**config.mk**
```make
export PLATFORM = sky130hd
export DESIGN_NAME = control_word_executor
export DESIGN_NICKNAME = d
export VERILOG_FILES = /design/src/rtl/control_word_pkg.sv /design/src/rtl/register_file_16x16.sv /design/src/rtl/control_word_executor.sv
export SDC_FILE = /design/constraint.sdc
export NUM_CORES = 1
export LEC_CHECK = 0
export BUFFER_PORTS_ARGS = -buffer_cell sky130_fd_sc_hd__buf_2
export CORE_MARGIN = 2
export CORE_UTILIZATION = 37
export CTS_CLUSTER_DIAMETER = 120
export DETAILED_ROUTE_END_ITERATION = 16
export HOLD_SLACK_MARGIN = 0.06
export MAX_ROUTING_LAYER = met4
export PLACE_DENSITY_LB_ADDON = 0.08
export SYNTH_ARGS = -nofsm -noshare
export SYNTH_HDL_FRONTEND = slang
export SYNTH_SLANG_ARGS = --single-unit
```
**constraint.sdc**
```tcl
create_clock -name clock -period 28.9 [get_ports clock]
set_input_delay 2.89 -clock clock [delete_from_list [all_inputs] [get_ports clock]]
set_output_delay 2.89 -clock clock [all_outputs]
set_load 0.01 [all_outputs]
```
**src/rtl/control_word_pkg.sv**
```systemverilog
`default_nettype none
// ============================================================================
// control_word_pkg
// Shared field layout, load-source codes and FSM encoding for the 55-bit
// ALU control word consumed by control_word_executor.
// Revision: 1.0
// ============================================================================
package control_word_pkg;

    localparam int CW_WIDTH      = 55;
    localparam int DATA_W        = 16;
    localparam int SEL_W         = 4;
    localparam int ALU_OP_W      = 4;
    localparam int LOAD_SRC_W    = 2;

    localparam int PC_INC_BIT    = 54;
    localparam int ALU_OP_LSB    = 50;
    localparam int A_ALTERN_LSB  = 34;
    localparam int B_ALTERN_LSB  = 18;
    localparam int A_SEL_LSB     = 14;
    localparam int B_SEL_LSB     = 10;
    localparam int A_SRC_BIT     = 9;
    localparam int B_SRC_BIT     = 8;
    localparam int OUT_SEL_LSB   = 4;
    localparam int LOAD_SRC_LSB  = 2;
    localparam int STORE_MEM_BIT = 1;
    localparam int STORE_STK_BIT = 0;

    localparam logic [LOAD_SRC_W-1:0] LOAD_NONE = 2'b00;
    localparam logic [LOAD_SRC_W-1:0] LOAD_ALU  = 2'b01;
    localparam logic [LOAD_SRC_W-1:0] LOAD_MEM  = 2'b10;
    localparam logic [LOAD_SRC_W-1:0] LOAD_STK  = 2'b11;

    typedef enum logic [1:0] {
        ST_IDLE   = 2'd0,
        ST_EXEC   = 2'd1,
        ST_ACCESS = 2'd2,
        ST_DONE   = 2'd3
    } exec_state_e;

    typedef struct packed {
        logic                  pc_inc;
        logic [ALU_OP_W-1:0]   alu_op;
        logic [DATA_W-1:0]     a_altern;
        logic [DATA_W-1:0]     b_altern;
        logic [SEL_W-1:0]      a_sel;
        logic [SEL_W-1:0]      b_sel;
        logic                  a_src;
        logic                  b_src;
        logic [SEL_W-1:0]      out_sel;
        logic [LOAD_SRC_W-1:0] load_src;
        logic                  store_mem;
        logic                  store_stk;
    } control_word_t;

    // A word may touch at most one port: store_mem, store_stk and a port load
    // are mutually exclusive.
    function automatic logic cw_is_illegal(input control_word_t cw);
        logic [1:0] n_access;
        n_access = {1'b0, cw.store_mem} + {1'b0, cw.store_stk} + {1'b0, cw.load_src[1]};
        return (n_access > 2'd1);
    endfunction

endpackage
`default_nettype wire

```
**src/rtl/register_file_16x16.sv**
```systemverilog
`default_nettype none
// ============================================================================
// register_file_16x16
// Sixteen 16-bit general-purpose registers: two async read ports, one sync
// write port, asynchronous active-high reset.
// Revision: 1.0
// ============================================================================
module register_file_16x16 (
    input  logic        clock,
    input  logic        reset,
    input  logic [3:0]  rd_a_addr_i,
    output logic [15:0] rd_a_data_o,
    input  logic [3:0]  rd_b_addr_i,
    output logic [15:0] rd_b_data_o,
    input  logic        wr_en_i,
    input  logic [3:0]  wr_addr_i,
    input  logic [15:0] wr_data_i
);

    logic [15:0] regs_q [16];

    always_ff @(posedge clock or posedge reset) begin
        if (reset) begin
            for (int i = 0; i < 16; i++) begin
                regs_q[i] <= '0;
            end
        end else if (wr_en_i) begin
            regs_q[wr_addr_i] <= wr_data_i;
        end
    end

    assign rd_a_data_o = regs_q[rd_a_addr_i];
    assign rd_b_data_o = regs_q[rd_b_addr_i];

endmodule
`default_nettype wire

```
**src/rtl/control_word_executor.sv**
```systemverilog
`default_nettype none
// ============================================================================
// control_word_executor
// Executes decoded 55-bit control words against the register file, external
// ALU and memory/stack ports. Optional ACCESS timeout: CONTROL_WORD_EXECUTOR_TIMEOUT_EN.
// Revision: 1.0
// ============================================================================
module control_word_executor
    import control_word_pkg::*;
(
    input  logic                clock,
    input  logic                reset,
    input  logic [CW_WIDTH-1:0] control_word,
    input  logic                control_word_valid,
    output logic                control_word_ready,
    output logic [DATA_W-1:0]   alu_a,
    output logic [DATA_W-1:0]   alu_b,
    output logic [ALU_OP_W-1:0] alu_op,
    input  logic [DATA_W-1:0]   alu_result,
    output logic                mem_req,
    output logic                mem_we,
    output logic [DATA_W-1:0]   mem_addr,
    output logic [DATA_W-1:0]   mem_wdata,
    input  logic [DATA_W-1:0]   mem_rdata,
    input  logic                mem_ack,
    output logic                stk_req,
    output logic                stk_we,
    output logic [DATA_W-1:0]   stk_addr,
    output logic [DATA_W-1:0]   stk_wdata,
    input  logic [DATA_W-1:0]   stk_rdata,
    input  logic                stk_ack,
    output logic                program_counter_increment,
    output logic                busy,
    output logic                error
);

    exec_state_e         state_q, state_d;
    control_word_t       word_q, word_d;
    control_word_t       cw_in;
    logic [DATA_W-1:0]   store_addr_q, store_addr_d;
    logic [DATA_W-1:0]   port_addr_q, port_addr_d;
    logic [DATA_W-1:0]   port_wdata_q, port_wdata_d;
    logic                mem_req_q, mem_req_d, mem_we_q, mem_we_d;
    logic                stk_req_q, stk_req_d, stk_we_q, stk_we_d;
    logic                error_q, error_d;

    logic [SEL_W-1:0]    rd_a_addr;
    logic [DATA_W-1:0]   rd_a_data, rd_b_data;
    logic                wr_en;
    logic [DATA_W-1:0]   wr_data;
    logic                is_exec, access_ack, word_illegal, needs_access;

`ifdef CONTROL_WORD_EXECUTOR_TIMEOUT_EN
    localparam logic [7:0] TIMEOUT_LAST = 8'd254;
    logic [7:0] tmo_cnt_q, tmo_cnt_d;
`endif

    assign cw_in = control_word;

    // In IDLE port A looks up R[out_sel] of the incoming word; nothing writes
    // the file between acceptance and EXEC, so this equals the EXEC-time value
    // and frees both ports for operands during EXEC.
    assign rd_a_addr = (state_q == ST_IDLE) ? cw_in.out_sel : word_q.a_sel;

    register_file_16x16 u_regfile (
        .clock       (clock),
        .reset       (reset),
        .rd_a_addr_i (rd_a_addr),
        .rd_a_data_o (rd_a_data),
        .rd_b_addr_i (word_q.b_sel),
        .rd_b_data_o (rd_b_data),
        .wr_en_i     (wr_en),
        .wr_addr_i   (word_q.out_sel),
        .wr_data_i   (wr_data)
    );

    assign is_exec      = (state_q == ST_EXEC);
    assign word_illegal = cw_is_illegal(word_q);
    assign needs_access = word_q.store_mem | word_q.store_stk | word_q.load_src[1];
    assign access_ack   = (mem_req_q & mem_ack) | (stk_req_q & stk_ack);

    assign alu_a  = is_exec ? (word_q.a_src ? word_q.a_altern : rd_a_data) : '0;
    assign alu_b  = is_exec ? (word_q.b_src ? word_q.b_altern : rd_b_data) : '0;
    assign alu_op = is_exec ? word_q.alu_op : '0;

    assign mem_req   = mem_req_q;
    assign mem_we    = mem_we_q;
    assign mem_addr  = mem_req_q ? port_addr_q  : '0;
    assign mem_wdata = mem_req_q ? port_wdata_q : '0;
    assign stk_req   = stk_req_q;
    assign stk_we    = stk_we_q;
    assign stk_addr  = stk_req_q ? port_addr_q  : '0;
    assign stk_wdata = stk_req_q ? port_wdata_q : '0;

    assign control_word_ready        = (state_q == ST_IDLE);
    assign busy                      = (state_q != ST_IDLE);
    assign program_counter_increment = (state_q == ST_DONE) && word_q.pc_inc;
    assign error                     = error_q;

    always_comb begin
        state_d      = state_q;
        word_d       = word_q;
        store_addr_d = store_addr_q;
        port_addr_d  = port_addr_q;
        port_wdata_d = port_wdata_q;
        mem_req_d    = mem_req_q;
        mem_we_d     = mem_we_q;
        stk_req_d    = stk_req_q;
        stk_we_d     = stk_we_q;
        error_d      = error_q;
        wr_en        = 1'b0;
        wr_data      = alu_result;
`ifdef CONTROL_WORD_EXECUTOR_TIMEOUT_EN
        tmo_cnt_d    = tmo_cnt_q;
`endif
        case (state_q)
            ST_IDLE: begin
                if (control_word_valid) begin
                    word_d       = cw_in;
                    store_addr_d = rd_a_data;
                    state_d      = ST_EXEC;
                end
            end
            ST_EXEC: begin
`ifdef CONTROL_WORD_EXECUTOR_TIMEOUT_EN
                tmo_cnt_d = '0;
`endif
                if (word_illegal) begin
                    error_d = 1'b1;
                    state_d = ST_DONE;
                end else begin
                    wr_en = (word_q.load_src == LOAD_ALU);
                    if (word_q.store_mem || word_q.store_stk) begin
                        port_addr_d  = store_addr_q;
                        port_wdata_d = alu_result;
                    end else begin
                        port_addr_d  = alu_result;
                        port_wdata_d = '0;
                    end
                    mem_req_d = word_q.store_mem || (word_q.load_src == LOAD_MEM);
                    mem_we_d  = word_q.store_mem;
                    stk_req_d = word_q.store_stk || (word_q.load_src == LOAD_STK);
                    stk_we_d  = word_q.store_stk;
                    state_d   = needs_access ? ST_ACCESS : ST_DONE;
                end
            end
            ST_ACCESS: begin
                if (access_ack) begin
                    wr_en        = word_q.load_src[1];
                    wr_data      = mem_req_q ? mem_rdata : stk_rdata;
                    mem_req_d    = 1'b0;
                    mem_we_d     = 1'b0;
                    stk_req_d    = 1'b0;
                    stk_we_d     = 1'b0;
                    port_addr_d  = '0;
                    port_wdata_d = '0;
                    state_d      = ST_DONE;
                end
`ifdef CONTROL_WORD_EXECUTOR_TIMEOUT_EN
                else if (tmo_cnt_q == TIMEOUT_LAST) begin
                    mem_req_d    = 1'b0;
                    mem_we_d     = 1'b0;
                    stk_req_d    = 1'b0;
                    stk_we_d     = 1'b0;
                    port_addr_d  = '0;
                    port_wdata_d = '0;
                    error_d      = 1'b1;
                    state_d      = ST_DONE;
                end else begin
                    tmo_cnt_d = tmo_cnt_q + 8'd1;
                end
`endif
            end
            ST_DONE: begin
                state_d = ST_IDLE;
            end
            default: begin
                state_d = ST_IDLE;
            end
        endcase
    end

    always_ff @(posedge clock or posedge reset) begin
        if (reset) begin
            state_q      <= ST_IDLE;
            word_q       <= '0;
            store_addr_q <= '0;
            port_addr_q  <= '0;
            port_wdata_q <= '0;
            mem_req_q    <= 1'b0;
            mem_we_q     <= 1'b0;
            stk_req_q    <= 1'b0;
            stk_we_q     <= 1'b0;
            error_q      <= 1'b0;
        end else begin
            state_q      <= state_d;
            word_q       <= word_d;
            store_addr_q <= store_addr_d;
            port_addr_q  <= port_addr_d;
            port_wdata_q <= port_wdata_d;
            mem_req_q    <= mem_req_d;
            mem_we_q     <= mem_we_d;
            stk_req_q    <= stk_req_d;
            stk_we_q     <= stk_we_d;
            error_q      <= error_d;
        end
    end

`ifdef CONTROL_WORD_EXECUTOR_TIMEOUT_EN
    always_ff @(posedge clock or posedge reset) begin
        if (reset) begin
            tmo_cnt_q <= '0;
        end else begin
            tmo_cnt_q <= tmo_cnt_d;
        end
    end
`endif

endmodule
`default_nettype wire
```
==> results of run 1 <==
## Yosys cell counts (all sizes together) (3+ instances only)
master,number
o21ai,183
nor3b,4
a21oi,14
nor2,47
nand2b,3
ha,5
and2,72
a22o,27
o22ai,35
inv,11
o21a,17
nor2b,3
mux2i,75
nand3,19
o22a,3
a221oi,16
nand2,208
mux2,199
mux4,110
nor4,3
or2,3
o211ai,7
nor3,21
buf,36
dfrtp,366
clkbuf,78
## power by group through the flow
stage,clock (W),combinational [W],sequential [W]
floorplan,0,0.000745,0.000792
global placement,0,0.00102,0.000873
detailed placement,0,0.00104,0.000880
CTS,0.000561,0.00104,0.000872
global route,0.000582,0.00111,0.000901
finish,0.000547,0.00103,0.000875
## path summary, 6_finish.rpt
| check | start | end | cells after the start |
|---|---|---|---|
| setup / recovery | control_word[4] | alu_a[12] | 9 |
| hold / removal | port_wdata_q[11] | port_wdata_q[11] | 2 |
| setup reg to reg | state_q[0] | store_addr_q[12] | 9 |
| hold reg to reg | port_wdata_q[11] | port_wdata_q[11] | 2 |
| max in group asynchronous | reset | u_regfile.regs_q[3] | 5 |
| min in group asynchronous | reset | port_wdata_q[15] | 2 |
## kinds of logic after synthesis
family | count (synthesis)
buffers and inverters | 125
adder cells (fa/ha/maj) | 5
multiplexers | 384
AND/OR/NAND/NOR | 390
AO/OA/AOI/OAI | 313
flip-flops | 366
## sequential cells by signal, summed over array words and instances (netlist names)
register / cells
error: 1
mem_we: 1
port_wdata_q: 16
port_addr_q: 16
store_addr_q: 16
word_q: 55
u_regfile.regs_q: 256
mem_req: 1
state_q: 2
stk_we: 1
stk_req: 1
## metrics by stage
step	power (W)	hold WS (ns)	cells	util, %
global route	0.00260	0.508	2483	43.6
finish	0.00245	0.477	2483	43.6
CTS	0.00247	0.485	2482	43.6
global placement	0.00190	0.457	2407	40.8
floorplan	0.00154	0.445	1583	-
detailed placement	0.00191	0.472	2407	40.8
## placed cells by master (no fill, tap or decap), types with 17 or more instances in the layout
master       n
mux4_2     109
buf_4       43
nor2_1      45
and2_1      71
nand2_1    207
mux2_2     198
o21ai_0    176
o22ai_1     35
nand3_1     19
clkbuf_16   45
mux2i_1     73
o21a_1      17
dfrtp_1    363
a22o_1      27
buf_2      215
## layout make-up
class	instances	share of cell area, %
multi-input cells	1092	42.1
flip-flops and latches	366	41.2
repair buffers	258	6.30
clock buffers	61	5.74
well taps	680	3.83
clock inverters	14	0.586
inverters	11	0.220
diodes	1	0.0113
## per-layer routing
layer | track usage [%] | share of wire (%) | up-vias | wire length [um]
li1 | - | - | 6203 | -
met1 | 33.4 | 45 | 7085 | 28600
met2 | 37.5 | 45 | 439 | 29100
met3 | 6.94 | 7.5 | 96 | 4800
met4 | 6.55 | 2.6 | 0 | 1660
met5 | - | 0 | - | 0
## worst min-delay path, stage by stage, from the launching register on
cell     delay (ns)
dfrtp_1        0.34
nand2_1        0.05
nand2_1        0.05
==> metrics.yaml, run 1 <==
hold_path.class: "reg -> reg"
area_growth_syn_to_layout_pct: 17.0
dp_hpwl_mm: 41.9
start_util_pct: 37.2
place.gp.congestion: 0.823
gr-usage-all-layers_pct: 25.0
netSwitchingPower_w: 0.000979
path_delay_family: "buffers and inverters"
layout_setup_ws_ns: 19.49
comb_power_share_pct: 42.0
io_pins: 216
via_count: 13800
drt_pass1_iterations: 5
synth_compound_area_share_pct: 9.87
hold_viol_final: 0
synth_top_family_by_area: "multiplexers"
drt_iter0_drc: 1070
grt_pass1_vias: 13700
seqPwrFrac_pct: 35.7
pwr-share-clk_pct: 22.3
synthXorXnorAreaFrac_pct: 0
dieArea_sq_um: 53200
fin_area_sq_um: 22200
p_int_w: 0.00147
finalWirelength_mm: 64.1
multiInputGateArea_sq_um: 9350
worstSetupEndpointType: "output port"
synthFlopType: "dfrtp_1"
syn-num-nets: 1696
netlist_instances: 1583
p_leak_nw: 10.3
finalCritPeriodShare_pct: 32.6
critPathRequiredTime_ns: 26.01
postCtsSetupRepairBufs: 0
max_freq_ghz: 0.106
synthAdderAreaFrac_pct: 0.329
tns_ns: 0
max_stage_delay_ns: 0.94
placed_area_sq_um: 20800
clock-sinks: 366
regToRegSetupSlack_ns: 24.01
dp_slack_ns: 19.55
worstPathArrival_ns: 6.52
cts_resized: 0
nNetsFinal: 1884
fin_skew_ns: 0.0110
start_kind: "input port"
drv_slew: 0
ctsHoldBuffers: 0
rsz0062_at_grt: "no"
cap_violations: 0
critPathKind: "in -> out"
drive_gt1_share_pct: 36.7
rows: 83
grt_pass1_wl_mm: 94.8
yosysSeqAreaShare_pct: 48.2
crit_chain: "buf_2 -> mux2i_4 -> buf_4 -> buf_4 -> mux4_2 -> nand2_1 -> nor4b_1 -> a21oi_1 -> buf_2"
drc: 0
die_w_um: 231
yosysWarnings: 0
cts_buffers: 42
die_h_um: 231
switching_share_pct: 39.9
clk_latency_ns: 0.57
cpMaxStageDelayCell: "nor4b_1"
ys_ff_latch: 366
ant_nets: 0
tightest_slew_ns: 1.18
antenna_found_initial: 1
grt-ovfl-total: 0
synth-edff-count: 0
synth_area_leaders: "dfrtp_1, mux4_2, mux2_2, o21ai_0, nand2_1"
yosys-mux-area-fraction_pct: 28.9
core_area_sq_um: 51000
cts_max_level: 2
netlist_area_sq_um: 19000
avgRoutedWirePerCell_um: 25.8
port_buffers: 215
seq_area_sq_um: 9170
synth.avg_cell_area_sq_um: 12.0
yosys.area.top_type: "dfrtp_1"
clock_path_buffers: 3
status: "complete, no violations"
synth_cell_type_count: 51
cts_tree: "yes"
layout_min_cycle_time_ns: 9.41
n_fill_cell: 4726
ys_async_sr_fraction_pct: 100
crit_path_max_fanout: 54
p_per_area_nw_per_um2: 110
setup_viol: 0
grt_max_degree: 127
vdd_drop_max_uv: 40.4
synthSimpleGateAreaFrac_pct: 9.76
crit_buf_inv: 4
ctsRootBufferMaster: "clkbuf_16"
relSlewSlack_pct: 20.4
drt-vias-per-instance: 5.57
clk_pin_slew_ns: 0.06
synth_top_area_share_pct: 48.2
Note: power is estimated with default switching activity, not from simulation.
==> run 2, diff against run 1 <==
--- a/config.mk
+++ b/config.mk
@@ -5,6 +5,7 @@
 export SDC_FILE = /design/constraint.sdc
 export NUM_CORES = 1
 export LEC_CHECK = 0
+export ABC_AREA = 1
 export BUFFER_PORTS_ARGS = -buffer_cell sky130_fd_sc_hd__buf_2
 export CORE_MARGIN = 2
 export CORE_UTILIZATION = 37
==> constraint.sdc (replaced) <==
create_clock -name clock -period 9.5 [get_ports clock]
set_input_delay 0.95 -clock clock [delete_from_list [all_inputs] [get_ports clock]]
set_output_delay 0.95 -clock clock [all_outputs]
set_load 0.01 [all_outputs]
==> metrics.yaml, run 2 <==
clk_latency_ns: 0.60  # was 0.57 ns
largestRegisters: "u_regfile.regs_q: 256 flops, word_q: 55 flops"  # unchanged
port_buffers: 215  # unchanged
p_leak_nw: 12.5  # was 10.3 nW
busiest_layer: "met2"  # unchanged
drt-vias-per-instance: 5.58  # was 5.57
drt_iter0_drc: 2682  # was 1070
rsz0062_at_grt: "no"  # unchanged
cts_resized: 0  # unchanged
die_w_um: 242  # was 231 um
finalCritPeriodShare_pct: 58.1
gr-usage-all-layers_pct: 30.3  # was 25.0%
core_area_sq_um: 56300  # was 51000 sq um
synthFlopType: "dfrtp_1"  # unchanged
cts_buffers: 45  # was 42
ctsHoldBuffers: 0  # unchanged
drc: 0  # unchanged
cap_violations: 0  # unchanged
grt_pass1_vias: 20900  # was 13700
ys_ff_latch: 366  # unchanged
tightest_slew_ns: 1.12  # was 1.18 ns
clk_pin_slew_ns: 0.06  # about the same
yosysWarnings: 0  # unchanged
hold_viol_final: 0  # unchanged
drive_gt1_share_pct: 12.7  # was 36.7%
nNetsFinal: 3215  # was 1884
netlist_instances: 3030  # was 1583
layout_setup_ws_ns: 3.98  # was 19.49 ns
layout_min_cycle_time_ns: 5.52
critPathKind: "reg -> out"  # was in -> out
start_util_pct: 37.3  # was 37.2%
hold_path.class: "in -> async"  # was reg -> reg
synth.avg_cell_area_sq_um: 6.93  # was 12.0 sq um
ant_nets: 0  # unchanged
p_total_w: 0.00949  # was 0.00245 W
relSlewSlack_pct: 25.5  # was 20.4%
avgRoutedWirePerCell_um: 22.3  # was 25.8 um
start_kind: "register"  # was input port
crit_path_max_fanout: 73  # was 54
critPathRequiredTime_ns: 8.55  # was 26.01 ns
cts_tree: "yes"  # unchanged
use_met3_pct: 5.54  # was 6.94%
fin_skew_ns: 0.0216  # was 0.0110 ns
met1_usage_pct: 39.5  # was 33.4%
reg2reg_depth: 9  # unchanged
clock_path_buffers: 3  # unchanged
worstPathArrival_ns: 4.57  # was 6.52 ns
grt_pass1_wl_mm: 133  # was 94.8 mm
layout_common_cells: "nand2_1, nand3_1, dfrtp_1, buf_2, inv_1"  # was dfrtp_1, buf_2, nand2_1, mux2_2, o21ai_0
die_h_um: 242  # was 231 um
postCtsSetupRepairBufs: 0  # unchanged
dp_hpwl_mm: 54.3  # was 41.9 mm
cp_common_cell: "nand3_1"
synth_top_area_share_pct: 43.6  # was 48.2%
cpMaxStageDelayCell: "ha_1"  # was nor4b_1
tns_ns: 0  # unchanged
io_pins: 216  # unchanged
synth_area_leaders: "dfrtp_1, nand2_1, nand3_1, clkbuf_1, mux2_2"  # was dfrtp_1, mux4_2, mux2_2, o21ai_0, nand2_1
via_count: 21700  # was 13800
crit_chain: "inv_1 -> ha_1 -> inv_2 -> nand2_4 -> nand2_4 -> buf_4 -> nand2_1 -> nand3_1 -> nand3_1 -> nand3_1 -> nand2_1 -> a21oi_1 -> buf_2"  # was buf_2 -> mux2i_4 -> buf_4 -> buf_4 -> mux4_2 -> nand2_1 -> nor4b_1 -> a21oi_1 -> buf_2
synth_most_common_cell: "nand2_1"  # was dfrtp_1
clock-sinks: 366  # unchanged
drt_pass1_iterations: 5  # unchanged
max_freq_ghz: 0.181
dieArea_sq_um: 58700  # was 53200 sq um
mostFrequentLayoutCell: "nand2_1"  # was dfrtp_1
synth-edff-count: 0  # unchanged
cts_max_level: 2  # unchanged
ys_async_sr_fraction_pct: 100  # unchanged
synth_cell_type_count: 28  # was 51
largest_reg_flops: 256  # unchanged
yosys.area.top_type: "dfrtp_1"  # unchanged
setup_viol: 0  # unchanged
p_per_area_nw_per_um2: 397  # was 110 nW/um^2
worstSetupEndpointType: "output port"  # unchanged
grt-ovfl-total: 0  # unchanged
max_stage_delay_ns: 0.59  # was 0.94 ns
area_growth_syn_to_layout_pct: 14.0  # was 17.0%
ys_top_cells_by_count: "nand2_1, nand3_1, dfrtp_1, clkbuf_1, inv_1"  # was dfrtp_1, nand2_1, mux2_2, o21ai_0, mux4_2
finalWirelength_mm: 87.0  # was 64.1 mm
rows: 87  # was 83
grt_max_degree: 157  # was 127
yosysSeqAreaShare_pct: 43.6  # was 48.2%
grtUsageMet2_pct: 46.5  # was 37.5%
status: "complete, no violations"  # unchanged
dp_slack_ns: 4.66  # was 19.55 ns
vdd_drop_max_uv: 343  # was 40.4 uV
syn-num-nets: 3143  # was 1696
netlist_area_sq_um: 21000  # was 19000 sq um
largest-register: "u_regfile.regs_q"  # unchanged
ctsRootBufferMaster: "clkbuf_16"  # unchanged
place.gp.congestion: 0.912  # was 0.823
antenna_found_initial: 2  # was 1
drv_slew: 0  # unchanged
## run 2: cell type report
cell class                      instances  area (sq um)
Multi-Input combinational cell       2314         10400
Clock buffer                           64          1300
Clock inverter                         17           243
Fill cell                            5886         32400
Antenna cell                            2          5.00
Timing Repair Buffer                  260          1430
Sequential cell                       366          9160
Inverter                              115           439
Tap cell                              756           946
## run 2: power by group
part	total [W]	internal, W	switching (W)
Combinational	0.00487	0.00132	0.00354
Sequential	0.00280	0.00219	0.000608
Clock	0.00183	0.00111	0.000719
## run 2: layer usage
layer / wire [um] / vias up
met5: 0 / -
met4: 3640 / 0
met3: 7610 / 203
met2: 39300 / 1043
met1: 36400 / 10500
li1: - / 10000
## run 2: final timing paths
path,slack (ns),from,to
hold / removal,0.28,reset,u_regfile.regs_q[240]
hold reg to reg,0.48,error,error
setup / recovery,3.98,state_q[1],alu_a[14]
setup reg to reg,5.08,stk_req,u_regfile.regs_q[227]
min in group clock,0.48,error,error
max in group asynchronous,7.15,reset,word_q[49]
## run 2: cell families (layout without fill, tap and decap cells)
logic type	count (synthesis)	in the layout	share of synthesized area, %
mux	38	38	2.04
simple gates	2122	2122	43.0
fa+ha+maj	5	5	0.298
other cells	0	2	0
compound gates	149	149	3.97
flops	366	366	43.6
buf+inv	350	456	7.09
## run 2: worst max-delay path, delay by kind of cell (launching register included)
kind | cells | cell delay, ns
fa+ha+maj | 1 | 0.59
simple gates | 7 | 1.79
flops | 1 | 0.41
compound gates | 1 | 0.10
buf+inv | 4 | 0.99
## run 2: stage by stage
stage | hold WS, ns | util, % | area, sq um | std cells
floorplan | 0.459 | - | 21000 | 3030
global placement | 0.463 | 39.8 | 22400 | 3811
CTS | 0.275 | 42.5 | 23900 | 3892
global route | 0.297 | 42.5 | 23900 | 3894
finish | 0.282 | 42.5 | 23900 | 3894
detailed placement | 0.468 | 39.8 | 22400 | 3811
==> run 3, diff against run 2 <==
==> constraint.sdc (replaced) <==
create_clock -name clock -period 5.19 [get_ports clock]
set_input_delay 0.519 -clock clock [delete_from_list [all_inputs] [get_ports clock]]
set_output_delay 0.519 -clock clock [all_outputs]
set_load 0.01 [all_outputs]
==> metrics.yaml, run 3 (synthesis results as in run 2) <==
clk_pin_slew_ns: 0.07  # was 0.06 ns
max_stage_delay_ns: 0.66  # was 0.59 ns
die_h_um: 242  # unchanged
drt_iter0_drc: 2295  # was 2682
whs_endpoint: "word_q[46]"
drive_gt1_share_pct: 13.1  # was 12.7%
cap_violations: 0  # unchanged
antenna_found_initial: 0  # was 2
crit_chain: "inv_1 -> ha_1 -> inv_2 -> nand2_4 -> nand2_4 -> buf_4 -> nand2_1 -> nand3_1 -> nand3_1 -> nand3_1 -> nand2_1 -> a21oi_1 -> buf_2"  # unchanged
critPathKind: "reg -> out"  # unchanged
via_count: 22000  # was 21700
drt_pass1_iterations: 6  # was 5
setup_viol: 0  # unchanged
place.gp.congestion: 0.918  # was 0.912
reg2reg_from: "state_q[0]"  # was stk_req
grt_pass1_vias: 21000  # was 20900
start_kind: "register"  # unchanged
min_from: "control_word[46]"
grt_pass1_wl_mm: 134  # was 133 mm
vdd_drop_max_uv: 336  # was 343 uV
p_leak_nw: 12.6  # was 12.5 nW
hold_depth: 2
relSlewSlack_pct: 20.3  # was 25.5%
crit_path_max_fanout: 63  # was 73
worstPathArrival_ns: 4.14  # was 4.57 ns
grt-ovfl-total: 0  # unchanged
reg2reg_depth: 10  # was 9
worstReg2RegEnd: "u_regfile.regs_q[18]"  # was u_regfile.regs_q[227]
die_w_um: 242  # unchanged
met1_usage_pct: 40.0  # was 39.5%
postCtsSetupRepairBufs: 0  # unchanged
largest-register: "u_regfile.regs_q"  # unchanged
tns_ns: 0  # unchanged
use_met3_pct: 4.94  # was 5.54%
drt-vias-per-instance: 5.64  # was 5.58
dpl.cell_count: 3828  # was 3811
io_pins: 216  # unchanged
largest_reg_flops: 256  # unchanged
gr-usage-all-layers_pct: 30.6  # was 30.3%
hold_viol_final: 0  # unchanged
finalCritPeriodShare_pct: 89.9
cts_buffers: 44  # was 45
cp_common_cell: "nand3_1"  # unchanged
ctsRootBufferMaster: "clkbuf_16"  # unchanged
stdcell_count: 3910  # was 3894
drc: 0  # unchanged
fin_skew_ns: 0.0188  # was 0.0216 ns
start_util_pct: 37.3  # unchanged
status: "complete, no violations"  # unchanged
dp_hpwl_mm: 57.1  # was 54.3 mm
port_buffers: 215  # unchanged
rows: 87  # unchanged
clock_path_buffers: 3  # unchanged
avgRoutedWirePerCell_um: 22.6  # was 22.3 um
mostFrequentLayoutCell: "nand2_1"  # unchanged
finalWirelength_mm: 88.3  # was 87.0 mm
clock-sinks: 366  # unchanged
rsz0062_at_grt: "no"  # unchanged
layout_common_cells: "nand2_1, nand3_1, dfrtp_1, buf_2, inv_1"  # unchanged
dieArea_sq_um: 58700  # unchanged
tightest_slew_ns: 1.19  # was 1.12 ns
cpMaxStageDelayCell: "ha_1"  # unchanged
worstSetupEndpointType: "output port"  # unchanged
core_area_sq_um: 56300  # unchanged
n_fill_cell: 5890  # was 5886
critPathRequiredTime_ns: 4.67  # was 8.55 ns
p_per_area_nw_per_um2: 725  # was 397 nW/um^2
busiest_layer: "met2"  # unchanged
ant_nets: 0  # unchanged
clk_latency_ns: 0.60  # about the same
cts_tree: "yes"  # unchanged
grtUsageMet2_pct: 47.2  # was 46.5%
hold_path.class: "in -> reg"  # was in -> async
diodes: 0  # was 2
cts_max_level: 2  # unchanged
max_freq_ghz: 0.214
layout_min_cycle_time_ns: 4.66
drv_slew: 0  # unchanged
largestRegisters: "u_regfile.regs_q: 256 flops, word_q: 55 flops"  # unchanged
area_growth_syn_to_layout_pct: 14.6  # was 14.0%
nNetsFinal: 3232  # was 3215
grt_max_degree: 158  # was 157
regToRegSetupSlack_ns: 1.46  # was 5.08 ns
==> run 3: cell types whose count changed in the layout (fill, tap and decap cells not counted), sizes merged, moves of 2 or more <==
| cell | delta |
|---|---|
| diode | -2 |
| buf | +17 |
| clkinvlp | +2 |
| clkbuf | +2 |
| bufinv | -3 |
==> run 3: worst max-delay path, delay by kind of cell (launching register included) <==
family / cells / cell delay, ns
adder cells (fa/ha/maj): 1 / 0.66
AND/OR/NAND/NOR: 7 / 1.43
AO/OA/AOI/OAI: 1 / 0.10
flip-flops: 1 / 0.41
buffers and inverters: 4 / 0.91
==> run 3: cell type report <==
class / instances / area (sq um) / area share [%]
clock inverters: 15 / 185 / 0.770
clock buffers: 66 / 1280 / 5.33
multi-input cells: 2314 / 10400 / 43.2
repair buffers: 278 / 1640 / 6.81
flip-flops and latches: 366 / 9160 / 38.1
inverters: 115 / 439 / 1.82
well taps: 756 / 946 / 3.93
==> run 3: timing repair <==
item,4_1_cts,5_1_grt
resized for setup,0,0
hold buffers,1,0
hold endpoints to repair,11,0
endpoints found under the setup margin,0,0
==> run 3: metrics by stage <==
stage	total power, W	area (sq um)	util, %	hold slack (ns)	setup WS, ns
final	0.0175	24100	42.8	0.152	0.526
after global routing	0.0185	24100	42.8	0.140	0.295
after CTS	0.0173	24100	42.8	0.128	0.575
after detailed placement	0.0141	22600	40.1	0.461	1.23
after global placement	0.0140	22600	40.1	0.463	1.31
after floorplan	0.0106	21000	-	0.459	-0.239
==> run 3: report_power, final <==
| group | switching, W | total [W] | internal (W) |
|---|---|---|---|
| clock network | 0.00133 | 0.00320 | 0.00187 |
| registers | 0.00111 | 0.00511 | 0.00400 |
| logic | 0.00657 | 0.00914 | 0.00258 |
==> run 3: how the worst max path moves through the flow <==
| stage | start | end | slack, ns | cells past startpoint |
|---|---|---|---|---|
| after global routing | state_q[0] | alu_a[2] | 0.30 | 13 |
| after CTS | state_q[0] | alu_a[2] | 0.58 | 13 |
| after floorplan | reset | error | -0.24 | 1 |
| after global placement | state_q[0] | alu_a[2] | 1.31 | 13 |
| after detailed placement | state_q[0] | alu_a[2] | 1.23 | 13 |
| final | state_q[0] | alu_a[2] | 0.53 | 13 |
==> run 3: routing by layer <==
metal | wire [um] | vias up
met5 | 0 | -
met4 | 3870 | 0
met3 | 7130 | 193
met2 | 40200 | 1121
met1 | 37200 | 10700
li1 | - | 10100
